**src/rtl/reg_link_pkg.sv**
```systemverilog
// Shared definitions for the register serial link: state encodings and line levels.
// The serial receiver on the far end of the link imports the same package.
package reg_link_pkg;

  localparam logic [2:0] ST_IDLE   = 3'd0;
  localparam logic [2:0] ST_ENABLE = 3'd1;
  localparam logic [2:0] ST_SAMPLE = 3'd2;
  localparam logic [2:0] ST_START  = 3'd3;
  localparam logic [2:0] ST_DATA   = 3'd4;
  localparam logic [2:0] ST_STOP   = 3'd5;

  typedef enum logic [2:0] {
    IDLE   = ST_IDLE,
    ENABLE = ST_ENABLE,
    SAMPLE = ST_SAMPLE,
    START  = ST_START,
    DATA   = ST_DATA,
    STOP   = ST_STOP
  } link_state_e;

  localparam logic LINE_IDLE  = 1'b1;
  localparam logic LINE_START = 1'b0;

  // The bit timer only runs while a serial bit is on the wire.
  function automatic logic in_frame(input link_state_e s);
    return (s == START) || (s == DATA) || (s == STOP);
  endfunction

endpackage

```
**src/rtl/bit_timer.sv**
```systemverilog
// Bit-period timer: tick pulses on the last cycle of every CLKS_PER_BIT-cycle period.
// The count is held at zero whenever run is low, so each frame starts on a fresh period.
module bit_timer #(
  parameter int CLKS_PER_BIT = 4
) (
  input  logic clk,
  input  logic clr,
  input  logic run,
  output logic tick
);

  localparam int CW = (CLKS_PER_BIT > 1) ? $clog2(CLKS_PER_BIT) : 1;
  localparam logic [CW-1:0] LAST = CW'(CLKS_PER_BIT - 1);

  logic [CW-1:0] cnt_q, cnt_d;

  always_comb begin
    cnt_d = cnt_q;
    if (!run || (cnt_q == LAST)) begin
      cnt_d = '0;
    end else begin
      cnt_d = cnt_q + 1'b1;
    end
  end

  always_ff @(posedge clk) begin
    if (clr) begin
      cnt_q <= '0;
    end else begin
      cnt_q <= cnt_d;
    end
  end

  assign tick = run && (cnt_q == LAST);

endmodule

```
**src/rtl/register_read_tx.sv**
```systemverilog
// Reads the parallel register once per request and shifts it out as start, data (LSB first), stop.
// All outputs come straight from flops; the next-state logic decides them one edge ahead.
module register_read_tx
  import reg_link_pkg::*;
#(
  parameter int WIDTH        = 4,
  parameter int CLKS_PER_BIT = 4
) (
  input  logic             clk,
  input  logic             clr,
  input  logic             req,
  output logic             reg_oe,
  input  logic [WIDTH-1:0] reg_q,
  output logic             sdo,
  output logic             busy,
  output logic             done
);

  localparam int BCW = $clog2(WIDTH + 1);
  localparam logic [BCW-1:0] LAST_BIT = BCW'(WIDTH - 1);

  link_state_e      state_q, state_d;
  logic [WIDTH-1:0] shreg_q, shreg_d;
  logic [BCW-1:0]   bit_cnt_q, bit_cnt_d;
  logic             reg_oe_q, reg_oe_d;
  logic             sdo_q, sdo_d;
  logic             busy_q, busy_d;
  logic             done_q, done_d;
  logic             run;
  logic             tick;

  assign run = in_frame(state_q);

  bit_timer #(
    .CLKS_PER_BIT(CLKS_PER_BIT)
  ) u_bit_timer (
    .clk (clk),
    .clr (clr),
    .run (run),
    .tick(tick)
  );

  // sdo is loaded on the edge that enters each bit, so the shifter always holds the bits still to go.
  always_comb begin
    state_d   = state_q;
    shreg_d   = shreg_q;
    bit_cnt_d = bit_cnt_q;
    reg_oe_d  = reg_oe_q;
    sdo_d     = sdo_q;
    busy_d    = busy_q;
    done_d    = 1'b0;
    case (state_q)
      IDLE: begin
        if (req) begin
          state_d  = ENABLE;
          reg_oe_d = 1'b1;
          busy_d   = 1'b1;
        end
      end
      ENABLE: begin
        state_d = SAMPLE;
      end
      SAMPLE: begin
        state_d   = START;
        shreg_d   = reg_q;
        reg_oe_d  = 1'b0;
        sdo_d     = LINE_START;
        bit_cnt_d = '0;
      end
      START: begin
        if (tick) begin
          state_d = DATA;
          sdo_d   = shreg_q[0];
          shreg_d = shreg_q >> 1;
        end
      end
      DATA: begin
        if (tick) begin
          if (bit_cnt_q == LAST_BIT) begin
            state_d = STOP;
            sdo_d   = LINE_IDLE;
          end else begin
            bit_cnt_d = bit_cnt_q + 1'b1;
            sdo_d     = shreg_q[0];
            shreg_d   = shreg_q >> 1;
          end
        end
      end
      STOP: begin
        if (tick) begin
          state_d = IDLE;
          busy_d  = 1'b0;
          done_d  = 1'b1;
        end
      end
      default: begin
        state_d  = IDLE;
        reg_oe_d = 1'b0;
        sdo_d    = LINE_IDLE;
        busy_d   = 1'b0;
      end
    endcase
  end

  always_ff @(posedge clk) begin
    if (clr) begin
      state_q   <= IDLE;
      shreg_q   <= '0;
      bit_cnt_q <= '0;
      reg_oe_q  <= 1'b0;
      sdo_q     <= LINE_IDLE;
      busy_q    <= 1'b0;
      done_q    <= 1'b0;
    end else begin
      state_q   <= state_d;
      shreg_q   <= shreg_d;
      bit_cnt_q <= bit_cnt_d;
      reg_oe_q  <= reg_oe_d;
      sdo_q     <= sdo_d;
      busy_q    <= busy_d;
      done_q    <= done_d;
    end
  end

  assign reg_oe = reg_oe_q;
  assign sdo    = sdo_q;
  assign busy   = busy_q;
  assign done   = done_q;

endmodule

```
**config.mk**
```make
export PLATFORM = sky130hd
export DESIGN_NAME = register_read_tx
export DESIGN_NICKNAME = d
export VERILOG_FILES = /design/src/rtl/reg_link_pkg.sv /design/src/rtl/bit_timer.sv /design/src/rtl/register_read_tx.sv
export SDC_FILE = /design/constraint.sdc
export NUM_CORES = 1
export LEC_CHECK = 0
export CORE_UTILIZATION = 60
export CTS_CLUSTER_DIAMETER = 40
export DETAILED_ROUTE_END_ITERATION = 6
export DONT_BUFFER_PORTS = 1
export PLACE_DENSITY = 0.76
export SLEW_MARGIN = 20
export SYNTH_ARGS = -nofsm -noshare
export SYNTH_HDL_FRONTEND = slang
export SYNTH_HIERARCHICAL = 1
export SYNTH_SLANG_ARGS = --single-unit
```
**constraint.sdc**
```tcl
create_clock -name clk -period 5.6 [get_ports clk]
set_input_delay 0.56 -clock clk [delete_from_list [all_inputs] [get_ports clk]]
set_output_delay 0.56 -clock clk [all_outputs]
set_load 0.03 [all_outputs]
```
==> impl_metrics.csv <==
group,metric,value,unit
worst_setup_path,r2r_slack,3.18,ns
detailed_routing,drt-wirelength-per-cell,15.09,µm
grt,grt_max_degree,21,
logic_synthesis,netlist_instances,105,
sta,max_freq,413.8,MHz
worst_setup_path,r2r_cells,7,
sta,fin_setup_tns,0,ns
sta,setup_violations,0,
worst_setup_path,cp-start-kind,"register",
cells_and_area,finish.instance_area,923.4,µm²
grt,grt_pass1_wl,2711,µm
grt,grt_pass1_vias,612,
logic_synthesis,synth_most_common_cell,"dfxtp_1",
sta,min_period,2.416,ns
logic_synthesis,netlist_top_cells_area,"dfxtp_1 35%, ha_1 5.5%, a21oi_1 4.4%",
cts,numClockSinks,16,
cells_and_area,drive_gt1_share,8.911,%
die,die_h,41.07,µm
cts,path_clk_slew,0.09,ns
run_status,status,"finished clean",
cells_and_area,area_growth,0.8198,%
logic_synthesis,synth_seq_area_share,34.97,%
cts,root_buffer,"clkbuf_4",
placed_design,port_buffers,0,
grt,gr-usage-all-layers,24.83,%
cells_and_area,nets,114,
die,core,0.001366,mm²
worst_setup_path,cp_data_arrival_time,2.62,ns
worst_setup_path,crit_type,"reg -> reg",
logic_synthesis,synth_ff_type,"dfxtp_1",
cts,clk_latency,0.29,ns
cts,numCtsBuffers,3,
placed_design,placedCellCount,113,
worst_setup_path,endpoint_kind,"register",
sta,fin_crit_sh,43.15,%
die,start_util,67.03,%
worst_setup_path,reg2reg_from,"state_q[1]",
detailed_routing,dr.pass1.iters,4,
sta,grt_setup_unrepaired,"false",
worst_setup_path,r2r-end,"shreg_q[2]",
cells_and_area,final_core_util,67.58,%
worst_hold_path,hp-class,"in -> reg",
sta,hold_viol_final,0,
detailed_routing,drt_iter0_drc,28,
die,dieArea,0.001687,mm²
power_and_ir_drop,power.total,217.1,µW
logic_synthesis,synth-seq-cells,16,
power_and_ir_drop,vdd.ir_drop.worst,0.1458,mV
detailed_routing,vias_per_cell,6.422,
worst_setup_path,critPathMaxFanout,20,
detailed_routing,highest_layer,"met4",
cts,cts_buffer_depth,2,
detailed_routing,postRouteWirelength,1751,µm
logic_synthesis,synth.top_cells.by_count,"16 x dfxtp_1, 10 x nor2_1, 8 x a21oi_1",
worst_setup_path,required,5.80,ns
sta,slew_headroom,59.49,%
power_and_ir_drop,p_per_area,235.1,mW/mm²
grt,antenna_found_initial,0,
power_and_ir_drop,cellLeakagePower,0.0003146,µW
cts,cts_tree,"done",
job,cap_violations,0,
detailed_routing,drc,0,
worst_setup_path,cp-endpoint,"shreg_q[2]",
cts,ctsResizeCount,0,
sta,maxSlewViolCount,0,
logic_synthesis,synth_top_area_share,34.97,%
logic_synthesis,netlist.top_cell.by_area,"dfxtp_1",
grt,grt_overflow_total,0,
logic_synthesis,synth-edff-count,0,
logic_synthesis,ys_types,38,
die,fp-row-count,13,
die,io_pins,11,
placed_design,gp_congestion,0.7887,
logic_synthesis,yosys_warnings,6,
logic_synthesis,async_flop_share,0,%
cts,ctsHoldBuffers,0,
sta,worstMarginPinSlew,0.6068,ns
logic_synthesis,syn_area_per_cell,8.723,µm²
worst_setup_path,startpoint,"state_q[1]",
sta,skew,0.001710,ns
detailed_routing,wl_met2,787,µm
detailed_routing,wl_met1,866,µm
placed_design,place_hpwl,1289,µm
cts,cts_htree_levels,1,
detailed_routing,ant_nets,0,
logic_synthesis,syn_nets,116,
cells_and_area,fin_cells,116,
logic_synthesis,syn_area,915.9,µm²
placed_design,dpl_cell_area,900.9,µm²
cts,post_cts_buffers,0,
detailed_routing,via_count,745,
die,die_w,41.07,µm
cells_and_area,n_antenna_cell,0,
detailed_routing,wl_met3,73,µm
==> area by class of cell <==
cell class / count / area, µm²
Tap cell: 15 / 18.77
Sequential cell: 16 / 320.3
Fill cell: 121 / 442.9
Multi-Input combinational cell: 78 / 546.8
Inverter: 4 / 15.01
Clock buffer: 3 / 22.52
==> placed cells by master, fill, tap and decap left out, types with 2 or more instances in the layout <==
cell type / synthesis / final
mux2i_1: 3 / 3
nand2_1: 5 / 5
nor2_1: 10 / 10
nor2b_1: 2 / 2
clkbuf_4: 0 / 3
inv_1: 4 / 4
and3_1: 2 / 2
a21oi_1: 8 / 8
ha_1: 4 / 4
o21ai_1: 4 / 4
nor3b_1: 2 / 2
dfxtp_1: 16 / 16
nor3_1: 2 / 2
a211oi_1: 4 / 4
nand2b_1: 6 / 6
o21ai_0: 4 / 4
o21bai_1: 2 / 2
==> logic make-up after synthesis <==
logic type / after synthesis / synth area share, %
AOI/OAI and AO/OA: 33 / 26.10
buffers and inverters: 11 / 5.327
DFF: 16 / 34.97
muxes: 3 / 3.279
adders and majority gates: 4 / 5.465
and+or+nand+nor: 38 / 24.86
==> worst min-delay path by stage <==
stage | start | endpoint | slack [ns] | depth (start not counted)
2_1_floorplan | u_bit_timer/cnt_q[0] | u_bit_timer/cnt_q[0] | 0.42 | 1
3_3_place_gp | u_bit_timer/cnt_q[0] | u_bit_timer/cnt_q[0] | 0.43 | 1
3_5_place_dp | u_bit_timer/cnt_q[0] | u_bit_timer/cnt_q[0] | 0.44 | 1
4_1_cts | clr | busy | 0.32 | 1
5_1_grt | clr | bit_cnt_q[1] | 0.32 | 1
6_report | clr | bit_cnt_q[0] | 0.33 | 1
==> critical path: stages, from the launching register on <==
cell and delay [ns]:
dfxtp_1 0.67, nand2_1 0.19, o21ai_0 0.29, and2_1 0.38, inv_1 0.16, o32ai_4 0.34
nor2_1 0.07, a211oi_1 0.23
==> registers in the layout, summed over array words and instances, names as in the netlist <==
signal,cells
state_q,3
busy,1
done,1
bit_cnt_q,3
u_bit_timer/cnt_q,2
sdo,1
shreg_q,4
reg_oe,1
==> layer usage <==
| layer | GRT usage, % | vias up |
|---|---|---|
| met3 | 5.435 | 5 |
| met1 | 32.68 | 341 |
| li1 | - | 381 |
| met5 | 0 | - |
| met2 | 38.28 | 18 |
| met4 | 10.83 | 0 |
==> through the flow <==
step           hold WS (ns)  worst slack [ns]
4_1_cts              0.3231             3.201
3_3_place_gp         0.4336             3.361
5_1_grt              0.3168             2.957
2_1_floorplan        0.4190             3.499
3_5_place_dp         0.4434             3.248
6_report             0.3283             3.184
==> report_power, final <==
part / switching, µW / total [µW] / internal (µW)
logic: 12.3 / 25.1 / 12.8
clock network: 35.3 / 60.3 / 25.0
registers: 12.4 / 132 / 119
(Power assumes the default switching activity.)
